===== config.mk =====
export PLATFORM = sky130hd
export DESIGN_NAME = servant_irq_ctrl
export DESIGN_NICKNAME = d
export VERILOG_FILES = /design/src/rtl/servant_irq_pkg.sv /design/src/rtl/servant_irq_sync.sv /design/src/rtl/servant_irq_ctrl.sv
export SDC_FILE = /design/constraint.sdc
export NUM_CORES = 1
export LEC_CHECK = 0
export CORE_MARGIN = 4
export CORE_UTILIZATION = 62
export DETAILED_ROUTE_END_ITERATION = 10
export DONT_BUFFER_PORTS = 1
export PLACE_DENSITY = 0.78
export SYNTH_ARGS = -nofsm -noshare
export SYNTH_HDL_FRONTEND = slang
export SYNTH_SLANG_ARGS = --single-unit

===== constraint.sdc =====
create_clock -name wb_clk -period 2.2 [get_ports wb_clk]
set_input_delay 0 -clock wb_clk [delete_from_list [all_inputs] [get_ports wb_clk]]
set_output_delay 0 -clock wb_clk [all_outputs]
set_load 0.01 [all_outputs]

===== src/rtl/servant_irq_pkg.sv =====
// Shared constants, register-select decode and claim priority encoder for servant_irq_ctrl.
// No clocked logic; pure declarations and combinational helpers.
// Not applicable: no flow control at package level.
package servant_irq_pkg;

    localparam int MAX_CHANNELS = 32;

    localparam logic [7:0] OFF_PENDING = 8'h00;
    localparam logic [7:0] OFF_ENABLE  = 8'h04;
    localparam logic [7:0] OFF_MODE    = 8'h08;
    localparam logic [7:0] OFF_CLAIM   = 8'h0C;
    localparam logic [7:0] OFF_CNT     = 8'h10;

    typedef enum logic [2:0] {
        REG_PENDING,
        REG_ENABLE,
        REG_MODE,
        REG_CLAIM,
        REG_CNT,
        REG_NONE
    } reg_sel_e;

    // Word address carries byte-address bits [4:2].
    function automatic reg_sel_e decode_adr(input logic [2:0] adr);
        logic [7:0] off;
        off = {3'b000, adr, 2'b00};
        case (off)
            OFF_PENDING: decode_adr = REG_PENDING;
            OFF_ENABLE:  decode_adr = REG_ENABLE;
            OFF_MODE:    decode_adr = REG_MODE;
            OFF_CLAIM:   decode_adr = REG_CLAIM;
            OFF_CNT:     decode_adr = REG_CNT;
            default:     decode_adr = REG_NONE;
        endcase
    endfunction

    // Returns 1 + index of the lowest set bit, 0 when the vector is empty.
    function automatic logic [5:0] lowest_set(input logic [MAX_CHANNELS-1:0] v);
        lowest_set = '0;
        for (int i = MAX_CHANNELS - 1; i >= 0; i--) begin
            if (v[i]) lowest_set = 6'(i + 1);
        end
    endfunction

endpackage


===== src/rtl/servant_irq_sync.sv =====
// One interrupt line: multi-flop synchroniser followed by a rising-edge detector.
// Latency: SYNC_STAGES cycles to sync_lvl; rise is combinational on the synchronised level.
// No backpressure: free-running every cycle.
module servant_irq_sync #(
    parameter int SYNC_STAGES = 2
) (
    input  logic clk,
    input  logic rst_n,
    input  logic async_in,
    output logic sync_lvl,
    output logic rise
);

    logic [SYNC_STAGES-1:0] sr_q;
    logic                   prev_q;

    always_ff @(posedge clk or negedge rst_n) begin
        if (!rst_n) begin
            sr_q   <= '0;
            prev_q <= 1'b0;
        end else begin
            sr_q   <= {sr_q[SYNC_STAGES-2:0], async_in};
            prev_q <= sr_q[SYNC_STAGES-1];
        end
    end

    assign sync_lvl = sr_q[SYNC_STAGES-1];
    assign rise     = sr_q[SYNC_STAGES-1] & ~prev_q;

endmodule


===== src/rtl/servant_irq_ctrl.sv =====
// Wishbone-attached interrupt controller: per-channel level/edge pending, enable, claim.
// Latency: bus ack one cycle after stb; o_irq registered one cycle after pending&enable.
// No backpressure: every strobe is acked next cycle. SERVANT_IRQ_CLAIM_COUNT_EN adds CNT at 0x10.
module servant_irq_ctrl
    import servant_irq_pkg::*;
#(
    parameter int CHANNELS    = 4,
    parameter int SYNC_STAGES = 2
) (
    input  logic                wb_clk,
    input  logic                wb_rst_n,
    input  logic [CHANNELS-1:0] i_ext_irq,
    input  logic [2:0]          i_wb_adr,
    input  logic [31:0]         i_wb_dat,
    input  logic                i_wb_we,
    input  logic                i_wb_stb,
    output logic [31:0]         o_wb_rdt,
    output logic                o_wb_ack,
    output logic                o_irq
);

    logic [CHANNELS-1:0]     sync_lvl;
    logic [CHANNELS-1:0]     rise;
    logic [CHANNELS-1:0]     enable_q;
    logic [CHANNELS-1:0]     mode_q;
    logic [CHANNELS-1:0]     edge_pend_q;
    logic [CHANNELS-1:0]     pending;
    logic [CHANNELS-1:0]     enable_d;
    logic [CHANNELS-1:0]     mode_d;
    logic [CHANNELS-1:0]     edge_pend_d;
    logic [CHANNELS-1:0]     w1c_clr;
    logic [CHANNELS-1:0]     claim_clr;
    logic [MAX_CHANNELS-1:0] masked_ext;
    logic [5:0]              claim_id;
    logic                    claim_rd;
    logic                    acc;
    logic                    wr_acc;
    logic                    rd_acc;
    logic [31:0]             rd_data;
    reg_sel_e                sel;
    logic                    unused_ok;

    for (genvar gi = 0; gi < CHANNELS; gi++) begin : g_sync
        servant_irq_sync #(
            .SYNC_STAGES(SYNC_STAGES)
        ) u_sync (
            .clk      (wb_clk),
            .rst_n    (wb_rst_n),
            .async_in (i_ext_irq[gi]),
            .sync_lvl (sync_lvl[gi]),
            .rise     (rise[gi])
        );
    end

    // edge_pend_q is held at zero for level channels, so the OR is a clean per-bit mux.
    assign pending = edge_pend_q | (sync_lvl & ~mode_q);

    // Side effects happen only on the edge that raises ack.
    assign acc    = i_wb_stb & ~o_wb_ack;
    assign wr_acc = acc & i_wb_we;
    assign rd_acc = acc & ~i_wb_we;
    assign sel    = decode_adr(i_wb_adr);

    assign unused_ok = &{1'b0, i_wb_dat};

`ifdef SERVANT_IRQ_CLAIM_COUNT_EN
    logic [31:0] cnt_q;

    always_ff @(posedge wb_clk or negedge wb_rst_n) begin
        if (!wb_rst_n) begin
            cnt_q <= '0;
        end else if (wr_acc && (sel == REG_CNT)) begin
            cnt_q <= '0;
        end else if (claim_rd && (cnt_q != 32'hFFFF_FFFF)) begin
            cnt_q <= cnt_q + 32'd1;
        end
    end
`endif

    always_comb begin
        masked_ext                = '0;
        masked_ext[CHANNELS-1:0]  = pending & enable_q;
        claim_id                  = lowest_set(masked_ext);
        claim_rd                  = rd_acc && (sel == REG_CLAIM) && (claim_id != 6'd0);

        claim_clr = '0;
        for (int i = 0; i < CHANNELS; i++) begin
            claim_clr[i] = claim_rd && (claim_id == 6'(i + 1)) && mode_q[i];
        end

        w1c_clr  = (wr_acc && (sel == REG_PENDING)) ? i_wb_dat[CHANNELS-1:0] : '0;
        enable_d = (wr_acc && (sel == REG_ENABLE))  ? i_wb_dat[CHANNELS-1:0] : enable_q;
        mode_d   = (wr_acc && (sel == REG_MODE))    ? i_wb_dat[CHANNELS-1:0] : mode_q;

        // A fresh edge beats a same-cycle clear; a mode change in either direction drops latched state.
        edge_pend_d = mode_d & mode_q & (rise | (edge_pend_q & ~(w1c_clr | claim_clr)));
        edge_pend_d = edge_pend_d | (mode_d & ~mode_q & rise);

        rd_data = '0;
        case (sel)
            REG_PENDING: rd_data[CHANNELS-1:0] = pending;
            REG_ENABLE:  rd_data[CHANNELS-1:0] = enable_q;
            REG_MODE:    rd_data[CHANNELS-1:0] = mode_q;
            REG_CLAIM:   rd_data[5:0]          = claim_id;
`ifdef SERVANT_IRQ_CLAIM_COUNT_EN
            REG_CNT:     rd_data               = cnt_q;
`endif
            default:     rd_data               = '0;
        endcase
    end

    always_ff @(posedge wb_clk or negedge wb_rst_n) begin
        if (!wb_rst_n) begin
            enable_q    <= '0;
            mode_q      <= '0;
            edge_pend_q <= '0;
            o_wb_ack    <= 1'b0;
            o_wb_rdt    <= '0;
            o_irq       <= 1'b0;
        end else begin
            enable_q    <= enable_d;
            mode_q      <= mode_d;
            edge_pend_q <= edge_pend_d;
            o_wb_ack    <= acc;
            o_irq       <= |(pending & enable_q);
            if (acc) begin
                o_wb_rdt <= i_wb_we ? 32'd0 : rd_data;
            end
        end
    end

endmodule


# == Word level (Yosys, flattened, before mapping) ==
# Index checks and enable logic that the tools add are counted.
# op_classes
reduce_logical,17
muxes,10
n_bitwise,26
eq_ne,11
# op_table
operator,n
AND 4 bit,7
2-to-1 mux 6 bit,4
bitwise OR 4 bit,4
one-hot mux 4 bit (4 select lines),1
one-hot mux 3 bit (5 select lines),1
logical AND 1 bit,13
"equality test 3 x 2 -> 1 bit, second input constant",4
"equality test 6 x 2 -> 1 bit, second input constant",2
2-to-1 mux 4 bit,2
NOT 4 bit,2
AND 1 bit,7
"equality test 3 x 1 -> 1 bit, second input constant",2
"equality test 6 x 1 -> 1 bit, second input constant",1
"equality test 6 x 3 -> 1 bit, second input constant",1
logical NOT 3 bit,2
NOT 1 bit,6
nonzero test 6 bit,1
OR reduction 4 bit,1
"equality test 3 bit, second input constant",1
2-to-1 mux 3 bit,1
2-to-1 mux 2 bit,1
# word_totals
output_inout_bits,34
wordCells,78
register_bits,58
inputBits,43

# == Depth between registers and ports, before layout ==
# Gate-level depths: netlist (run 1).
# logic_depth
word_depth,18
depth_mapped,5
depth_no_buf,4

# == By module ==
# Synthesis (run 1) repeated with hierarchy kept, for this count alone.
# unflattened
hier_cells,138
area_unflattened_um2,1554.0
# by_module_without_submodules
mod,seq_area_each_um2,instances,area_each_um2,cells_per_inst
servant_irq_ctrl,450.4,1,1198.6,122
servant_irq_sync,75.1,4,88.8,4

# == Worst setup path after synthesis (run 1) ==
# OpenSTA, ideal clock, no wires.
# synth_timing
path_kind,reg2reg
from,register o_wb_ack
to,register edge_pend_q[2]
path_buffers,1
synth_period_minus_slack_ns,1.664
setup_slack_ns,0.536
path_stages_with_launch,6
required_ns,2.069
t_arrival_ns,1.533
setup_time_ns,0.131
path_cell_list,dfrtp_1 > nand2b_1 > clkbuf_1 > or3_4 > o41ai_1 > a21boi_1
# synth_via
elab_chain_cells,13
word_cells_on_any_way,21
cone_classes,mux: 2; bitwise: 13; reduce/logical: 6
# synth_lines
element,line_no,source
start: declaration,servant_irq_ctrl.sv:18,"output logic o_wb_ack,"
start signal: assignment,servant_irq_ctrl.sv:117,o_wb_ack <= 1'b0;
start signal: assignment,servant_irq_ctrl.sv:124,o_wb_ack <= acc;
NOT 1 bit *,servant_irq_ctrl.sv:59,assign acc = i_wb_stb & ~o_wb_ack;
AND 1 bit *,servant_irq_ctrl.sv:59,
AND 1 bit,servant_irq_ctrl.sv:61,assign rd_acc = acc & ~i_wb_we;
logical AND 1 bit (2 in series),servant_irq_ctrl.sv:84,claim_rd = rd_acc && (sel == REG_CLAIM) && (claim_id != 6'd0);
logical AND 1 bit (2 in series),servant_irq_ctrl.sv:88,claim_clr[i] = claim_rd && (claim_id == 6'(i + 1)) && mode_q[i];
bitwise OR 4 bit,servant_irq_ctrl.sv:96,edge_pend_d = mode_d & mode_q & (rise | (edge_pend_q & ~(w1c_clr | claim_clr)));
NOT 4 bit,servant_irq_ctrl.sv:96,
AND 4 bit,servant_irq_ctrl.sv:96,
bitwise OR 4 bit,servant_irq_ctrl.sv:96,
AND 4 bit,servant_irq_ctrl.sv:96,
bitwise OR 4 bit *,servant_irq_ctrl.sv:97,edge_pend_d = edge_pend_d | (mode_d & ~mode_q & rise);
named net edge_pend_d[2],servant_irq_ctrl.sv:30,logic [CHANNELS-1:0] edge_pend_d;
end signal: assignment,servant_irq_ctrl.sv:123,edge_pend_q <= edge_pend_d;
end: declaration,servant_irq_ctrl.sv:26,logic [CHANNELS-1:0] edge_pend_q;
# The timed path passes the listed nets; every way through them passes the cells marked *.
# A chain may end at the register's enable or synchronous reset.

# == Worst setup path in the final report (run 1) ==
# Ends and elaborated chain as after synthesis.

==> results of run 1 <==
[metal layers]
metal	vias up	share of wire, %
met3	12	10
li1	495	-
met1	538	41
met4	0	2.1
met2	62	47
met5	-	0
[power by group]
part | switching (mW) | internal (mW)
logic | 0.112 | 0.104
registers | 0.0605 | 0.616
clock network | 0.175 | 0.120
total | 0.347 | 0.840
[path summary, 6_finish.rpt]
kind,start,end,slack [ps]
worst min-delay path,i_wb_adr[1],o_wb_rdt[2],20
max in group asynchronous,wb_rst_n,mode_q[2],1920
min in group asynchronous,wb_rst_n,o_irq,90
worst min register to register,g_sync[1].u_sync.sr_q[0],g_sync[1].u_sync.sr_q[1],350
worst max-delay path,o_wb_ack,edge_pend_q[2],310
worst max register to register,o_wb_ack,edge_pend_q[2],310
[state kept, by name, indices dropped and copies added (netlist names)]
register and flops:
o_wb_ack 1, o_irq 1, mode_q 4, g_sync.u_sync.sr_q 8, g_sync.u_sync.prev_q 4, o_wb_rdt 4, edge_pend_q 4, enable_q 4
[cells in the mapped netlist, drive strengths merged, types with 3 or more instances]
library cell | count | area, µm²
a21boi | 6 | 48.79
o21ai | 7 | 35.03
dfrtp | 30 | 750.7
a31oi | 3 | 18.77
nand2b | 5 | 31.28
inv | 5 | 18.77
nor2b | 7 | 43.79
buf | 30 | 220.2
mux2 | 8 | 90.09
o31ai | 3 | 22.52
a21oi | 3 | 15.01
nand2 | 6 | 22.52
[metrics by stage]
step           util (%)  instance area [µm²]
6_report          69.27                 1700
4_1_cts           69.27                 1700
5_1_grt           69.27                 1700
3_5_place_dp      60.91                 1495
2_1_floorplan         -                 1678
3_3_place_gp      60.91                 1495
[worst min-delay path, stage by stage]
cell	delay, ps
and3b_1	170
nand2_1	50
o211ai_1	80
[cell type report]
class | count | area [µm²]
clock buffer | 7 | 45.04
sequential | 30 | 750.7
tap | 30 | 37.54
fill | 186 | 754.5
multi-input combinational | 106 | 680.7
timing repair buffer | 16 | 167.7
inverter | 5 | 18.77
[placed cells by master, fill, tap and decap left out, types with 2 or more instances in the layout]
cell type      count
a21boi_0           3
a21boi_1           2
a21oi_1            3
a22o_1             2
a31oi_1            3
and3b_1            2
clkbuf_1           2
clkbuf_4           5
conb_1            28
dfrtp_1           30
dlygate4sd3_1     14
inv_1              5
mux2_2             8
nand2_1            6
nand2b_1           5
nand3_1            2
nor2b_1            7
nor3_1             2
o211ai_1           2
o21a_1             2
o21ai_0            7
o31ai_1            3
[what timing repair did]
| action | CTS | global route |
|---|---|---|
| endpoints found under the hold margin | 50 | 0 |
| hold buffers | 15 | 0 |
| gates resized for setup | 0 | 0 |
[cell families after synthesis]
group / count (synthesis)
and+or+nand+nor: 35
muxes: 8
buffers and inverters: 37
other: 1
AOI/OAI and AO/OA: 35
DFF: 30
==> metrics, run 1 <==
Synth Area in Simple Gates=15.16%; Max-Cap Viols=0; first-pass GRT wire length=5.140 mm; CP delay by family, top=simple AND/OR/NAND/NOR gates; slew margin rel.=56.80%; fmax=529.1 MHz; largest net degree at the start of global routing=31; Initial DRC Count=28; register area share after synthesis=47.62%; DRC=0; Period Utilization, post-route=85.91%; final std cells w/o fill=194; Worst Setup Slack, final=309.9 ps; Vias per Instance=5.706; grt total ovfl=0; core area=2455 µm²; nets@finish=207; Leakage=0.7744 nW; hold path cells=3; initial antenna violation count=0; Synth Area in Adders=0%; Syn Inst Count=146; Worst setup EP type=flop; final RePlAce weighted congestion=0.9385; Post-synth EDFFs=0; Final Hold Vio Count=0; DP Worst Slack=337.4 ps; post-synthesis compound-gate area fraction=15.63%; Critical Path, Cell by Cell=nand2b_1, or3_4, o41ai_1, a21boi_1; hpwl dp=2.151 mm; slowest CP cell=dfrtp_1; vias in the first global route=1055; port bufs=0; Hold Path Class=in2reg; maximum vdd drop=0.5022 mV; Cell variety after synth=41; main combinational cell family by area after synthesis=buffers and inverters; status=finished clean; Power per Cell Area=698.1 nW/µm²; ys async rst share=100.0%; GRT busiest layer=met2; # clock sinks=30; Post-CTS Setup Bufs=0; Worst Clk Skew=17.62 ps; grt met3 use=6.360%; Die W=58.43 µm; initial cell density of the core=64.22%; ys flop type=dfrtp_1; CTS max path bufs=2; final setup violation count=0; Req. time, crit path=2390 ps; mapped cell area=1577 µm²; WS Path Type=reg2reg; CP arrival=2080 ps; met1 usage=26.26%; synthesized flop and latch total=30; Final TNS setup=0 ps; grt met2 use=31.74%; All-Layer GR Usage=20.74%; max-slew violation count=0; clk slew on worst S/H paths=90 ps; minimum clock period=1890 ps; Inst Count DP=172; CTS buffer count=5; Routed WL=3.103 mm; XOR/XNOR share of the synthesized area=0%; CP Max Fanout=8; Worst-Margin Slew=643.1 ps; CTS tree=built; io pins=77; Design Power=1.187 mW; worst r2r path cells=4; site row count=18; # diodes=0; worst hold margin=18.12 ps; RSZ-0062 raised after global routing=no; clock tree root driver cell=clkbuf_4; Chip Height=58.43 µm; routed vias=1107; WL/cell=15.99 µm; WP buf/inv=0; layout cells sized above 1=12.20%; DRT Pass-1 Iters=4; CP Depth=4; Synth-to-Final Area Change=7.857%; average cell area after synthesis=10.80 µm²; Critical Path Start Type=flop; Die ar.=3413 µm²; CTS H-tree lvls=2; Synth Warn #=0; clock latency on the worst-skew pair=330 ps; post-synthesis mux area share=5.714%; remaining antenna violation count after routing=0; CP peak stage delay=460 ps
Power figures use the tool's default switching activity.
==> run 2, diff against run 1 <==
Settings changed: CELL_PAD_IN_SITES_DETAIL_PLACEMENT set to 0, CELL_PAD_IN_SITES_GLOBAL_PLACEMENT set to 1, CORE_UTILIZATION 62 to 45, HOLD_SLACK_MARGIN set to 0.12, PLACE_DENSITY 0.78 to unset, PLACE_DENSITY_LB_ADDON set to 0.1.
==> run 2 against run 1 <==
Sequential cell count unchanged. Combinational power increased by 2%. First-iteration DRC count increased by 50%. Count of clock-buffer cells in the layout decreased by 1. Core utilization decreased by 16 points. Clock power increased by 18%. Sequential share of layout area decreased by 1.9 points. Critical path depth increased by 2. Cell count increased by 10%. Largest cell class unchanged. Critical endpoint is now o_wb_rdt[1]. Register-to-register slack got worse by 30 ps. Worst setup slack got worse by 31 ps.
==> metrics, run 2 (same netlist as run 1, synthesis figures left out) <==
Worst Clk Skew=12.96 ps (-4.657 ps); Vias per Instance=5.079 (-11%); CTS max path bufs=2 (unchanged); final std cells w/o fill=214 (+10%); RSZ-0062 raised after global routing=no; worst hold margin=135.4 ps (+117.3 ps); CTS buffer count=5 (unchanged); Initial DRC Count=42 (+50%); # clock sinks=30 (unchanged); PostCTS Resize Cnt=0 (unchanged); final setup violation count=0 (unchanged); CP peak stage delay=560 ps (+100 ps); DRC=0 (unchanged); largest reg by FF count=g_sync.u_sync.sr_q; site row count=21 (+3); clk slew on worst S/H paths=100 ps (about the same); switching power=367.1 µW (+5.8%); Inst Count DP=189 (+9.9%); minimum clock period=1921 ps (+30.98 ps); CTS tree=built; hpwl dp=2.213 mm (+2.9%); fmax=520.5 MHz (-1.6%); worst r2r path cells=6 (+2); CTS H-tree lvls=2 (unchanged); initial antenna violation count=0 (unchanged); remaining antenna violation count after routing=0 (unchanged); Power per Cell Area=700.6 nW/µm² (+0.35%); vias in the first global route=1048 (-0.66%); post-layout util=52.83% (-16 points); WL/cell=14.90 µm (-6.9%); initial cell density of the core=46.87% (-17 points); CP arrival=2200 ps (+120 ps); most frequent cells in the layout=dfrtp_1, conb_1, dlygate4sd3_1; DRT Pass-1 Iters=5 (+1); most common cell after layout, fill and taps aside=dfrtp_1; CP Max Fanout=8 (unchanged); Req. time, crit path=2480 ps (+90 ps); clock tree root driver cell=clkbuf_4; WS Path Type=reg2reg; slowest CP cell=dlygate4sd3_1; Leakage=0.8049 nW (+3.9%); largest net degree at the start of global routing=31 (unchanged); Final Hold Vio Count=0 (unchanged); clock latency on the worst-skew pair=330 ps (about the same); io pins=77 (unchanged); max-slew violation count=0 (unchanged); core area=3363 µm² (+37%); Final TNS setup=0 ps (unchanged); internal cell power=877.7 µW (+4.5%); Period Utilization, post-route=87.32% (+1.4 points); status=finished clean; placed inst area=1523 µm² (+1.8%); final RePlAce weighted congestion=0.8097 (-14%); Largest register FFs=8 (unchanged); Max-Cap Viols=0 (unchanged); part of the power in the clock network=28.0% (+3.2 points); # diodes=0 (unchanged); port bufs=0 (unchanged); Hold Path Class=in2reg; Design Power=1.245 mW (+4.9%); Critical Path, Cell by Cell=nand2b_1, nor3_1, buf_4, a21oi_1, a31oi_1, dlygate4sd3_1; Comb pwr share=17.7% (-0.5 points); grt total ovfl=0 (unchanged); nets@finish=210 (+1.4%); routed vias=1087 (-1.8%); Synth-to-Final Area Change=12.70%; Reg power frac=54.3% (-2.7 points); All-Layer GR Usage=16.04% (-4.7 points); maximum vdd drop=0.3329 mV (-34%); Chip Height=67.19 µm (+15%); Die W=67.19 µm (+15%); Critical Path Start Type=flop; DP Worst Slack=341.6 ps (+4.149 ps); layout cells sized above 1=14.88% (+2.7 points); switching share of power=29.49% (+0.26 points); first-pass GRT wire length=5.244 mm (+2.0%); fin area=1777 µm² (+4.5%); hold path cells=2 (-1); Die ar.=4515 µm² (+32%); Routed WL=3.188 mm (+2.7%); Worst setup EP type=flop; Worst Setup Slack, final=278.9 ps (-30.98 ps)
[run 2: changes by cell type in the layout (fill, tap and decap cells not counted), sizes merged]
cell	previous run	this run
clkinv	0	1
clkinvlp	0	1
clkbuf	7	6
buf	2	4
dlygate4sd3	14	15
[run 2: critical path: cells and delay by family, from the launching register on]
| kind | cells | cell delay [ps] |
|---|---|---|
| compound gates | 2 | 180 |
| buf+inv | 2 | 740 |
| flops | 1 | 460 |
| simple gates | 2 | 500 |
[run 2: layout make-up]
| type | instances | area, µm² |
|---|---|---|
| timing repair buffer | 19 | 205.2 |
| sequential | 30 | 750.7 |
| tap | 46 | 57.56 |
| multi-input combinational | 106 | 680.7 |
| inverter | 5 | 18.77 |
| fill | 333 | 1587 |
| clock inverter | 2 | 12.51 |
| clock buffer | 6 | 51.30 |
[run 2: timing repair]
item	4_1_cts	5_1_grt
hold buffers	17	0
endpoints found under the hold margin	51	0
setup buffers	0	0
[run 2: final timing paths]
path	endpoint	start	slack (ps)
max	o_wb_rdt[1]	o_wb_ack	280
min	enable_q[3]	i_wb_adr[0]	140
max reg2reg	o_wb_rdt[1]	o_wb_ack	280
min reg2reg	g_sync[2].u_sync.sr_q[1]	g_sync[2].u_sync.sr_q[0]	350
max in group asynchronous	edge_pend_q[0]	wb_rst_n	1840
min in group asynchronous	enable_q[3]	wb_rst_n	190
[run 2: power by group through the flow]
stage / clock, mW / combinational [mW] / sequential [mW]
detailed placement: 0 / 0.174 / 0.687
floorplan: 0 / 0.190 / 0.671
CTS: 0.364 / 0.220 / 0.677
global route: 0.392 / 0.249 / 0.689
global placement: 0 / 0.172 / 0.684
finish: 0.348 / 0.220 / 0.676
[run 2: layer usage]
metal	GRT usage, %	part of all wire (%)	vias to the layer above
met5	0	0	-
met4	8.861	3.2	0
met3	4.992	7.8	10
met2	23.44	45	48
met1	21.06	44	527
li1	-	-	502
==> run 3, diff against run 2 <==
Settings changed: CORE_UTILIZATION 45 to 42, REMOVE_ABC_BUFFERS set to 1.
==> run 3 against run 2 <==
Non-clock buffer count unchanged. Hold slack improved by 5.0 ps. Sequential share of layout area decreased by 0.15 points. Global-route usage fell by 1.6 points. Count of clock-buffer cells in the layout stayed put. Combinational power about the same. Sequential power barely moved. Clock power is 23% higher. Highest routed layer unchanged.
==> metrics, run 3 (same netlist as run 1, synthesis figures left out) <==
# diodes=0 (unchanged); final setup violation count=0 (unchanged); RSZ-0062 raised after global routing=no; CTS H-tree lvls=2 (unchanged); max-slew violation count=0 (unchanged); Largest register FFs=8 (unchanged); CP arrival=2120 ps (-80 ps); clock tree root driver cell=clkbuf_8; Vias per Instance=5.057 (-0.45%); Final Hold Vio Count=0 (unchanged); DP Worst Slack=455.5 ps (+113.9 ps); Power per Cell Area=742.9 nW/µm² (+6.0%); RR Startpoint=o_wb_ack; core area=3468 µm² (+3.1%); worst reg2reg endpoint=o_wb_rdt[1]; PostCTS Resize Cnt=0 (unchanged); minimum clock period=1908 ps (-12.60 ps); Routed WL=3.204 mm (+0.50%); Req. time, crit path=2410 ps (-70 ps); # clock sinks=30 (unchanged); R2R Setup Slk=290 ps (about the same); post-layout util=51.41% (-1.4 points); CP delay by family, top=buffers and inverters; Leakage=0.8089 nW (+0.51%); fmax=524.0 MHz (+0.66%); hpwl dp=2.275 mm (+2.8%); CTS tree=built; DRC=0 (unchanged); Synth-to-Final Area Change=13.10%; port bufs=0 (unchanged); Die ar.=4798 µm² (+6.3%); Hold Path Class=in2reg; largest net degree at the start of global routing=31 (unchanged); io pins=77 (unchanged); CTS max path bufs=2 (unchanged); CTS buffer count=5 (unchanged); clk slew on worst S/H paths=60 ps (-40 ps); layout cells sized above 1=13.86% (-1.0 points); nets@finish=210 (unchanged); hold path cells=3 (+1); CP peak stage delay=570 ps (about the same); initial cell density of the core=45.45% (-1.4 points); Chip Height=69.27 µm (+3.1%); initial antenna violation count=0 (unchanged); Critical Path, Cell by Cell=nand2b_1, buf_4, nor3_1, buf_4, a21oi_1, a31oi_1, dlygate4sd3_1; worst r2r path cells=7 (+1); maximum vdd drop=0.3856 mV (+16%); worst hold margin=140.4 ps (+5.022 ps); min-delay src=i_wb_adr[0]; site row count=21 (unchanged); Worst setup EP type=flop; vias in the first global route=1066 (+1.7%); slowest CP cell=dlygate4sd3_1; hold buffers post-CTS=16 (-1); remaining antenna violation count after routing=0 (unchanged); DRT Pass-1 Iters=4 (-1); WP buf/inv=3 (+1); largest reg by FF count=g_sync.u_sync.sr_q; final RePlAce weighted congestion=0.8359 (+3.2%); WS Path Type=reg2reg; most common cell after layout, fill and taps aside=dfrtp_1; Hold Path End=o_wb_rdt[0]; Worst Setup Slack, final=291.5 ps (+12.60 ps); status=finished clean; Critical Path Start Type=flop; final std cells w/o fill=212 (-0.93%); most used cell, CP=buf_4; Inst Count DP=190 (+0.53%); Initial DRC Count=55 (+31%); Final TNS setup=0 ps (unchanged); WL/cell=15.11 µm (+1.5%); CP Max Fanout=7 (-1); routed vias=1072 (-1.4%); Max-Cap Viols=0 (unchanged); Worst Clk Skew=7.682 ps (-5.281 ps); Period Utilization, post-route=86.75% (-0.57 points); Post-CTS Setup Bufs=0 (unchanged); Die W=69.27 µm (+3.1%); All-Layer GR Usage=14.42% (-1.6 points); grt total ovfl=0 (unchanged); most frequent cells in the layout=dfrtp_1, conb_1, dlygate4sd3_1; clock latency on the worst-skew pair=280 ps (-50 ps); first-pass GRT wire length=5.457 mm (+4.1%)
## run 3: where the power goes
part           internal [mW]  leakage, nW  total, mW  switching, mW
Sequential             0.618        0.374      0.679         0.0611
Clock                  0.241       0.0431      0.428          0.187
Combinational          0.106        0.392      0.218          0.112
## run 3: cell type report
| class | instances | area (µm²) |
|---|---|---|
| fillers | 323 | 1685 |
| well taps | 46 | 57.56 |
| flip-flops and latches | 30 | 750.7 |
| multi-input cells | 106 | 680.7 |
| inverters | 5 | 18.77 |
| repair buffers | 19 | 192.7 |
| clock buffers | 6 | 82.58 |
## run 3: worst max-delay path by stage
| stage | startpoint | end | cells after the start |
|---|---|---|---|
| after global placement | g_sync[1].u_sync.sr_q[1] | edge_pend_q[3] | 4 |
| final | o_wb_ack | o_wb_rdt[1] | 7 |
| after floorplan | g_sync[0].u_sync.sr_q[1] | edge_pend_q[3] | 4 |
| after global routing | o_wb_ack | o_wb_rdt[1] | 7 |
| after detailed placement | g_sync[1].u_sync.sr_q[1] | edge_pend_q[3] | 4 |
| after CTS | o_wb_ack | o_wb_rdt[1] | 7 |
## run 3: per-layer routing
layer	vias up	wire length [µm]	track usage, %
li1	499	-	-
met1	510	1465	18.60
met2	58	1370	20.97
met3	5	338	7.246
met4	0	29	4.555
met5	-	0	0
## run 3: worst min-delay path, stage by stage
cell and delay, ps:
nand3b_1 80, o22ai_1 160, a211o_1 140
## run 3: through the flow
stage	total power [mW]	cell area, µm²
2_1_floorplan	0.8195	1450
3_3_place_gp	0.8574	1530
3_5_place_dp	0.8637	1530
4_1_cts	1.337	1783
5_1_grt	1.401	1783
6_report	1.325	1783
